### src/rtl/ex_dm_pipe_reg.sv
// Elastic EX->DM pipeline register with head + skid entry and sync flush.
// Optional EX bypass outputs when EXDM_FWD_EN is defined.
module ex_dm_pipe_reg #(
  parameter int DATA_W     = 32,
  parameter int REG_ADDR_W = 5
) (
  input  logic                  clk,
  input  logic                  reset,
  input  logic                  in_valid,
  output logic                  in_ready,
  input  logic                  flush,
  input  logic [DATA_W-1:0]     alu_result_in,
  input  logic [DATA_W-1:0]     wdata_in,
  input  logic [REG_ADDR_W-1:0] rd_in,
  input  logic [3:0]            ctrl_in,
  output logic                  out_valid,
  input  logic                  out_ready,
  output logic [DATA_W-1:0]     mem_addr,
  output logic [DATA_W-1:0]     wdata_out,
  output logic [REG_ADDR_W-1:0] rd_out,
  output logic                  mem_read,
  output logic                  mem_write,
  output logic                  mem_to_reg,
  output logic                  reg_write
`ifdef EXDM_FWD_EN
  ,
  output logic                  fwd_valid,
  output logic [REG_ADDR_W-1:0] fwd_rd,
  output logic [DATA_W-1:0]     fwd_data
`endif
);

  localparam int EW = 2*DATA_W + REG_ADDR_W + 4;

  logic [EW-1:0] in_ent;
  logic [EW-1:0] head_q, head_d;
  logic [EW-1:0] skid_q, skid_d;
  logic          head_valid_q, head_valid_d;
  logic          skid_valid_q, skid_valid_d;
  logic          accept, drain;
  logic [3:0]    ctrl_g;

  assign in_ent    = {alu_result_in, wdata_in, rd_in, ctrl_in};
  assign in_ready  = !skid_valid_q;
  assign out_valid = head_valid_q;
  assign accept    = in_valid & in_ready;
  assign drain     = head_valid_q & out_ready;

  always_comb begin
    head_d       = head_q;
    skid_d       = skid_q;
    head_valid_d = head_valid_q;
    skid_valid_d = skid_valid_q;
    if (flush) begin
      head_valid_d = 1'b0;
      skid_valid_d = 1'b0;
    end else begin
      unique case (1'b1)
        !head_valid_q: begin
          if (accept) begin
            head_valid_d = 1'b1;
            head_d       = in_ent;
          end
        end
        head_valid_q & !skid_valid_q: begin
          if (accept && drain) begin
            head_d = in_ent;
          end else if (accept) begin
            skid_valid_d = 1'b1;
            skid_d       = in_ent;
          end else if (drain) begin
            head_valid_d = 1'b0;
          end
        end
        default: begin
          // skid is younger: it becomes head when the old head drains
          if (drain) begin
            head_d       = skid_q;
            skid_valid_d = 1'b0;
          end
        end
      endcase
    end
  end

  always_ff @(posedge clk or negedge reset) begin
    if (!reset) begin
      head_q       <= '0;
      skid_q       <= '0;
      head_valid_q <= 1'b0;
      skid_valid_q <= 1'b0;
    end else begin
      head_q       <= head_d;
      skid_q       <= skid_d;
      head_valid_q <= head_valid_d;
      skid_valid_q <= skid_valid_d;
    end
  end

  assign mem_addr  = head_q[EW-1 -: DATA_W];
  assign wdata_out = head_q[EW-DATA_W-1 -: DATA_W];
  assign rd_out    = head_q[4 +: REG_ADDR_W];
  assign ctrl_g    = head_q[3:0] & {4{head_valid_q}};

  assign mem_read   = ctrl_g[3];
  assign mem_write  = ctrl_g[2];
  assign mem_to_reg = ctrl_g[1];
  assign reg_write  = ctrl_g[0];

`ifdef EXDM_FWD_EN
  assign fwd_valid = ctrl_g[0] & !ctrl_g[1] & (rd_out != '0);
  assign fwd_rd    = fwd_valid ? rd_out : '0;
  assign fwd_data  = fwd_valid ? mem_addr : '0;
`endif

endmodule

### config.mk
export PLATFORM = sky130hd
export DESIGN_NAME = ex_dm_pipe_reg
export DESIGN_NICKNAME = d
export VERILOG_FILES = /design/src/rtl/ex_dm_pipe_reg.sv
export SDC_FILE = /design/constraint.sdc
export NUM_CORES = 1
export LEC_CHECK = 0
export ABC_AREA = 1
export BUFFER_PORTS_ARGS = -buffer_cell sky130_fd_sc_hd__buf_4
export CAP_MARGIN = 20
export CORE_MARGIN = 1
export CORE_UTILIZATION = 43
export CTS_BUF_LIST = sky130_fd_sc_hd__clkbuf_8
export CTS_CLUSTER_DIAMETER = 30
export DETAILED_ROUTE_END_ITERATION = 8
export PLACE_DENSITY_LB_ADDON = 0.12
export SYNTH_ARGS = -nofsm -noshare
export SYNTH_HDL_FRONTEND = slang
export SYNTH_SLANG_ARGS = --single-unit
### constraint.sdc
create_clock -name clk -period 3.1 [get_ports clk]
set_clock_uncertainty 0.15 [all_clocks]
set_input_delay 0.93 -clock clk [delete_from_list [all_inputs] [get_ports clk]]
set_output_delay 0.93 -clock clk [all_outputs]
set_load 0.05 [all_outputs]
==> impl_metrics.tcl, run 1 <==
set metrics [dict create \
    status "completed" \
    p_per_area_nw_per_um2 685 \
    dpl.hpwl_um 11300 \
    clk_pin_slew_ns 0.08 \
    routed_wl_um 19400 \
    rsz0062_at_grt "false" \
    arrival_ns 1.42 \
    final_common_cell "nand2_1" \
    ir_worst_vdd_v 0.000317 \
    fin_crit_sh 0.805 \
    design_area_um2 8630 \
    grtUsageTotal 0.225 \
    htree_levels 4 \
    synth_cell_type_count 16 \
    drt_iter0_drc 468 \
    end_kind "primary output" \
    die_x_um 135 \
    holdBufCountCts 0 \
    cts_tree "yes" \
    die_h_um 135 \
    drive_gt1_frac 0.208 \
    area_delta_synth_final_pct 14.3 \
    dp.cells 1224 \
    crit_chain "nand2_1 > inv_1 > buf_4" \
    slew_headroom 0.419 \
    hold_path.class "in2async" \
    finalNetCount 1096 \
    crit_buf_inv 2 \
    fin_hold_ws_ns 0.237 \
    dieArea_um2 18100 \
    cp_data_required_time_ns 2.02 \
    path_max_fanout 11 \
    fillers 1769 \
    drv_slew 0 \
    diodes 0 \
    yosys_warnings 0 \
    cts-resized-gates 0 \
    place_ws_ns 0.703 \
    synth_seq_cells 148 \
    p_leak_nw 4.84 \
    crit_family "flip-flops" \
    avgSynthCellArea_um2 7.79 \
    synth_area_um2 7550 \
    finalSetupTns_ns 0 \
    port_buffers 152 \
    cts_setup_buffers 0 \
    fin_cells 1256 \
    routed_via_density 4.96 \
    remaining_drc_errors 0 \
    vias 6227 \
    clock_latency_ns 0.44 \
    worst_setup_path_start_kind "flop" \
    num_io_pins 153 \
    hold_violations 0 \
    initial_utilization 0.438 \
    gr-total-overflow 0 \
    cts_sinks 148 \
    routabilityCongestion 0.746 \
    power_mw 5.91 \
    tightest_slew_ns 0.872 \
    clockBufferDepth 2 \
    synth_nets 1048 \
    grt_pass1_vias 6128 \
    slowest_stage "dfrtp_2" \
    final_antenna_net_count 0 \
    post-route-util 0.501 \
    drt_first_pass_iters 5 \
    slowest_delay_ns 0.56 \
    synth_cells 970 \
    numCtsBuffers 17 \
    post_drt_wl_per_cell_um 15.4 \
    grt_max_degree 74 \
    cts-root-buf "clkbuf_8" \
    worst_slack_ns 0.605 \
    fmax_ghz 0.401 \
    setup_viol 0 \
    rows 48 \
    placed_area_um2 8190 \
    path_class "reg2out" \
    antenna_found_initial 0 \
    seq_area_frac_synth 0.490 \
    layout_common_cells "nand2_1 (443), nand3_1 (219), buf_4 (165)" \
    core-area_um2 17200 \
    grt_pass1_wl_um 31800 \
    fin_crit_ns 2.50 \
    max_cap_violations 0 \
]
## path summary, 6_finish.rpt
kind / startpoint / to / slack (ns) / cells after the start
worst min register to register: head_q[40] / head_q[40] / 0.32 / 2
max in group asynchronous: reset / skid_q[44] / 1.88 / 2
worst min-delay path: reset / head_q[8] / 0.24 / 1
worst max-delay path: out_valid / reg_write / 0.60 / 3
worst max register to register: out_valid / out_valid / 0.90 / 6
min in group clk: head_q[40] / head_q[40] / 0.32 / 2
## worst register-to-register path, stage by stage, from the launching register on
cell,delay [ns]
dfrtp_2,0.56
buf_4,0.40
inv_2,0.09
nor2_4,0.12
buf_4,0.46
o21ai_0,0.17
o21ai_0,0.14
## sequential cells by signal, summed over array words and instances (netlist names)
| signal | cells |
|---|---|
| skid_q | 73 |
| head_q | 73 |
| out_valid | 1 |
| skid_valid_q | 1 |
## layout make-up
class | instances | area, um2 | area share
clock buffers | 23 | 317 | 0.0367
clock inverters | 9 | 124 | 0.0143
inverters | 7 | 26.3 | 0.00304
multi-input cells | 674 | 2850 | 0.330
flip-flops and latches | 148 | 3710 | 0.429
well taps | 225 | 282 | 0.0326
repair buffers | 170 | 1330 | 0.154
## cells in the mapped netlist
| master | count | area share |
|---|---|---|
| inv_2 | 3 | 0.0015 |
| nand3_1 | 219 | 0.15 |
| nor2_2 | 1 | 0.00083 |
| nand2_1 | 446 | 0.22 |
| inv_1 | 4 | 0.0020 |
| dfrtp_1 | 148 | 0.49 |
| nand2_2 | 2 | 0.0017 |
| nor2_4 | 1 | 0.0015 |
| nor2_1 | 1 | 0.00050 |
| clkbuf_8 | 1 | 0.0018 |
| o21ai_0 | 3 | 0.0020 |
| buf_6 | 8 | 0.012 |
| clkbuf_1 | 6 | 0.0030 |
| buf_2 | 30 | 0.020 |
| a21oi_2 | 1 | 0.0012 |
| buf_4 | 96 | 0.095 |
## power by group
group          total (mW)  internal [mW]  switching [mW]  leakage, nW
Combinational        1.69          0.512            1.18         2.76
Clock                1.63          0.919           0.716        0.225
Sequential           2.59           2.35           0.236         1.85
Total                5.91           3.78            2.13         4.84
## logic make-up after synthesis
kind of cell           synth area share
AND/OR/NAND/NOR                   0.371
flip-flops                        0.490
AO/OA/AOI/OAI                   0.00315
buffers and inverters             0.135
## routing by layer
metal / vias up / wire length (um) / global-route usage
li1: 3101 / - / -
met1: 2952 / 8880 / 0.299
met2: 154 / 9190 / 0.369
met3: 20 / 1050 / 0.0428
met4: 0 / 275 / 0.0749
met5: - / 0 / 0
Power figures use the tool's default switching activity.
==> run 2, diff against run 1 <==
clock period = 2.4 ns   (was 3.1 ns; I/O delays follow)
==> run 2 against run 1 <==
First-iteration DRC count fell by 10%. Sequential share of layout area decreased by 0.51 points. Register-to-register slack worse by 0.50 ns. Setup slack lost 0.52 ns. Via count up 1.9%. Critical path depth unchanged. Flip-flop and latch count unchanged. Cell count rose by 0.24%. Non-clock buffer count is 3 higher. Total power increased by 34%.
==> impl_metrics.tcl, run 2 (synthesis results as in run 1) <==
set metrics [dict create \
    end_kind "primary output" \
    slew_headroom 0.427 \
    crit_chain "nand2_1 > inv_1 > buf_4" \
    area_delta_synth_final_pct 15.7 \
    arrival_ns 1.44 \
    p_clk_frac 0.298 \
    final_common_cell "nand2_1" \
    cts_tree "yes" \
    numCtsBuffers 17 \
    drv_slew 0 \
    highest_layer "met4" \
    rows 48 \
    crit_cells 3 \
    path_class "reg2out" \
    path_max_fanout 15 \
    p_switching_mw 2.78 \
    num_io_pins 153 \
    p_leak_nw 4.90 \
    crit_family "flip-flops" \
    cts_sinks 148 \
    internal_power_mw 5.12 \
    dpl.hpwl_um 11300 \
    finalNetCount 1099 \
    rsz0062_at_grt "false" \
    antenna_found_initial 0 \
    gr-total-overflow 0 \
    remaining_drc_errors 0 \
    final_antenna_net_count 0 \
    port_buffers 152 \
    fillers 1728 \
    p_seq_frac 0.424 \
    hold_path.class "in2async" \
    initial_utilization 0.438 \
    p_per_area_nw_per_um2 904 \
    wirelength_met1_um 9110 \
    finalSetupTns_ns 0 \
    power_mw 7.90 \
    routed_via_density 5.04 \
    diodes 0 \
    cts-root-buf "clkbuf_8" \
    routed_wl_um 19700 \
    fin_crit_sh 0.964 \
    clock_latency_ns 0.46 \
    tightest_slew_ns 0.860 \
    post_drt_wl_per_cell_um 15.6 \
    die_x_um 135 \
    wl_met3_um 1070 \
    vias 6344 \
    die_h_um 135 \
    routabilityCongestion 0.773 \
    htree_levels 4 \
    drive_gt1_frac 0.209 \
    swShare 0.352 \
    grtUsageTotal 0.232 \
    slowest_stage "dfrtp_4" \
    status "completed" \
    drt_iter0_drc 419 \
    route.met2.wl_um 9310 \
    clockBufferDepth 2 \
    worst_setup_path_start_kind "flop" \
    layout_common_cells "nand2_1 (443), nand3_1 (219), buf_4 (164)" \
    setup_viol 0 \
    dp.cells 1226 \
    fmax_ghz 0.432 \
    max_cap_violations 0 \
    fin_crit_ns 2.31 \
    holdBufCountCts 0 \
    slowest_delay_ns 0.59 \
    grt_pass1_vias 6152 \
    grt_max_degree 74 \
    dieArea_um2 18100 \
    grt_pass1_wl_um 32500 \
    rr_worst_depth 5 \
    drt_first_pass_iters 7 \
    core-area_um2 17200 \
    pwr-share-comb 0.278 \
    reg.largest.list "head_q x73, skid_q x73" \
    cp_data_required_time_ns 1.53 \
    fin_cells 1259 \
    clk_pin_slew_ns 0.08 \
    crit_buf_inv 2 \
    hold_violations 0 \
    ir_worst_vdd_v 0.000396 \
]
-- run 2: cell types whose count changed in the layout (fill, tap and decap cells not counted), sizes merged --
cell      delta
buf          +3
bufinv       +3
clkbuf       -3
clkinvlp     -2
clkinv       +1
inv          +1
-- run 2: what timing repair did --
| item | 4_1_cts | 5_1_grt |
|---|---|---|
| setup endpoints to repair | 4 | 0 |
| resized for setup | 0 | 0 |
| endpoints found under the hold margin | 0 | 0 |
| buffers inserted | 1 | 0 |
-- run 2: power by group through the flow --
| stage | clock, mW | sequential [mW] | combinational [mW] |
|---|---|---|---|
| final | 2.35 | 3.35 | 2.19 |
| after global routing | 2.53 | 3.42 | 2.39 |
| after CTS | 2.42 | 3.35 | 2.22 |
| after detailed placement | 0 | 3.40 | 2.21 |
| after global placement | 0 | 3.39 | 2.18 |
| after floorplan | 0 | 3.31 | 1.85 |
-- run 2: through the flow --
stage,setup WS (ns),cell area (um2),hold WS (ns),utilization
global route,0.0282,8740,0.0830,0.507
finish,0.0861,8740,0.0821,0.507
global placement,0.233,8250,0.304,0.478
floorplan,0.138,7560,0.274,-
CTS,0.0622,8740,0.0766,0.507
detailed placement,0.218,8250,0.309,0.478
-- run 2: layer usage --
metal | up-vias | track usage
met4 | 0 | 0.0749
met3 | 18 | 0.0511
li1 | 3117 | -
met5 | - | 0
met1 | 3024 | 0.315
met2 | 185 | 0.368
-- run 2: path summary, 6_finish.rpt --
kind	start	end	slack, ns
worst min-delay path	reset	head_q[6]	0.08
worst min register to register	skid_q[58]	skid_q[58]	0.32
max in group asynchronous	reset	skid_q[32]	1.39
worst max-delay path	out_valid	mem_to_reg	0.09
min in group clk	skid_q[58]	skid_q[58]	0.32
worst max register to register	out_valid	head_q[63]	0.40
-- run 2: layout make-up --
type | instances | area [um2] | share of cell area
Clock buffer | 20 | 275 | 0.0315
Clock inverter | 12 | 208 | 0.0238
Inverter | 7 | 26.3 | 0.00301
Multi-Input combinational cell | 674 | 2850 | 0.326
Sequential cell | 148 | 3710 | 0.424
Tap cell | 225 | 282 | 0.0322
Timing Repair Buffer | 173 | 1390 | 0.159
==> run 3, diff against run 2 <==
ABC_AREA = not set   (was 1)
CORE_UTILIZATION = 57   (was 43)
==> run 3 against run 2 <==
Flip-flop and latch count unchanged. Largest power group unchanged. Non-clock buffer count decreased by 9. Sequential share of layout area increased by 1.4 points. Routed wire length decreased by 35%. Cell count decreased by 41%. Register-to-register slack got worse by 0.09 ns. Critical endpoint is now mem_write. Clock power decreased by 24%.
==> impl_metrics.tcl, run 3 <==
set metrics [dict create \
    crit_family "flip-flops" \
    crit_buf_inv 1 \
    seq_area_frac_synth 0.510 \
    slowest_stage "dfrtp_1" \
    synth_top_area_share 0.510 \
    drt_iter0_drc 173 \
    ir_worst_vdd_v 0.000530 \
    max_cap_violations 0 \
    yosys_warnings 0 \
    fillers 908 \
    remaining_drc_errors 0 \
    area_delta_synth_final_pct 16.4 \
    hold_violations 0 \
    tightest_slew_ns 0.463 \
    worst_slack_ns 0.160 \
    cts_setup_buffers 0 \
    status "completed" \
    dp.cells 716 \
    cts_tree "yes" \
    highest_layer "met4" \
    vias 3854 \
    wirelength_met1_um 5790 \
    synth_seq_cells 148 \
    cp_data_required_time_ns 1.53 \
    port_buffers 152 \
    diodes 0 \
    htree_levels 4 \
    slew_headroom 0.691 \
    routed_via_density 5.17 \
    synth_cell_type_count 19 \
    yosysMostFrequentCell "dfrtp_1" \
    fin_cells 745 \
    synthArstFlopShare 1.00 \
    synth_cells 476 \
    synth_nets 554 \
    num_io_pins 153 \
    slowest_delay_ns 0.55 \
    grt_pass1_wl_um 21000 \
    rsz0062_at_grt "false" \
    clockBufferDepth 2 \
    avgSynthCellArea_um2 15.2 \
    fin_hold_ws_ns 0.0667 \
    crit_chain "and2_1 > buf_4" \
    yosysTopAreaCell "dfrtp_1" \
    wl_met3_um 793 \
    grt_pass1_vias 4221 \
    routabilityCongestion 0.715 \
    post-route-util 0.692 \
    drt_first_pass_iters 4 \
    reg.largest.list "head_q x73, skid_q x73" \
    synth-main-ff-cell "dfrtp_1" \
    path_max_fanout 12 \
    finalSetupTns_ns 0 \
    finalNetCount 645 \
    hold_path.class "in2async" \
    drv_slew 0 \
    grt_max_degree 59 \
    drive_gt1_frac 0.709 \
    antenna_found_initial 0 \
    synth_area_um2 7260 \
    regArea_um2 3700 \
    cts_sinks 148 \
    final_common_cell "buf_4" \
    placed_area_um2 8090 \
    die_x_um 115 \
    layout_common_cells "buf_4 (156), dfrtp_1 (148), mux2_2 (145)" \
    initial_utilization 0.594 \
    yosys-top-cells-area "dfrtp_1 (51%), mux2_2 (23%), mux2_4 (14%), buf_4 (7.2%), buf_6 (2.2%)" \
    worst_setup_path_start_kind "flop" \
    holdBufCountCts 0 \
    p_leak_nw 4.13 \
    fin_crit_ns 2.24 \
    place_ws_ns 0.0740 \
    die_h_um 115 \
    fin_crit_sh 0.933 \
    setup_viol 0 \
    clk_pin_slew_ns 0.07 \
    synth_edf_count 0 \
    clock_latency_ns 0.43 \
    cts-root-buf "clkbuf_8" \
    synth_common_cells "dfrtp_1 (148), mux2_2 (145), buf_4 (70), mux2_4 (70), buf_6 (14)" \
    numCtsBuffers 17 \
    design_area_um2 8450 \
    rows 40 \
    routed_wl_um 12800 \
    post_drt_wl_per_cell_um 17.1 \
    dieArea_um2 13200 \
    core-area_um2 12200 \
    dpl.hpwl_um 8500 \
    end_kind "primary output" \
    cts-resized-gates 0 \
    fmax_ghz 0.446 \
    p_per_area_nw_per_um2 951 \
    final_antenna_net_count 0 \
    arrival_ns 1.37 \
    path_class "reg2out" \
    multi_input_area_um2 2840 \
    grtUsageTotal 0.209 \
    gr-total-overflow 0 \
    power_mw 8.03 \
    route.met2.wl_um 6050 \
]
## run 3: changes by cell type in the layout (fill, tap and decap cells not counted), sizes merged, moves of 2 or more
| cell | before | now |
|---|---|---|
| a211oi | 0 | 2 |
| and2 | 0 | 4 |
| buf | 173 | 164 |
| bufinv | 6 | 1 |
| clkbuf | 20 | 22 |
| inv | 9 | 4 |
| mux2 | 0 | 219 |
| nand2 | 448 | 2 |
| nand3 | 219 | 0 |
| nor2 | 3 | 1 |
| o21ai | 3 | 1 |
## run 3: final timing paths
path | slack [ns] | to | startpoint | depth (start not counted)
worst max-delay path | 0.16 | mem_write | out_valid | 2
worst min-delay path | 0.07 | head_q[56] | reset | 1
worst max register to register | 0.31 | skid_q[62] | skid_valid_q | 4
worst min register to register | 0.34 | head_q[22] | head_q[22] | 1
max in group asynchronous | 1.43 | skid_q[50] | reset | 2
min in group clk | 0.34 | out_valid | flush | 2
## run 3: cell families after synthesis
| logic type | share of synthesized area |
|---|---|
| flip-flops | 0.510 |
| buffers and inverters | 0.0995 |
| AND/OR/NAND/NOR | 0.00811 |
| AO/OA/AOI/OAI | 0.00586 |
| multiplexers | 0.376 |
## run 3: final cells by class
| class | instances | share of cell area |
|---|---|---|
| inverter | 2 | 0.000889 |
| tap | 168 | 0.0249 |
| clock inverter | 7 | 0.00681 |
| multi-input combinational | 234 | 0.336 |
| sequential | 148 | 0.439 |
| timing repair buffer | 164 | 0.157 |
| clock buffer | 22 | 0.0359 |
## run 3: where the power goes
group	internal [mW]	total (mW)	switching [mW]
Clock	0.927	1.79	0.859
Sequential	3.14	3.50	0.356
Combinational	1.23	2.75	1.53
Total	5.29	8.03	2.74
## run 3: per-layer routing
| layer | global-route usage | vias up |
|---|---|---|
| met2 | 0.326 | 109 |
| met5 | 0 | - |
| met1 | 0.278 | 1969 |
| met3 | 0.0696 | 7 |
| li1 | - | 1769 |
| met4 | 0.0641 | 0 |
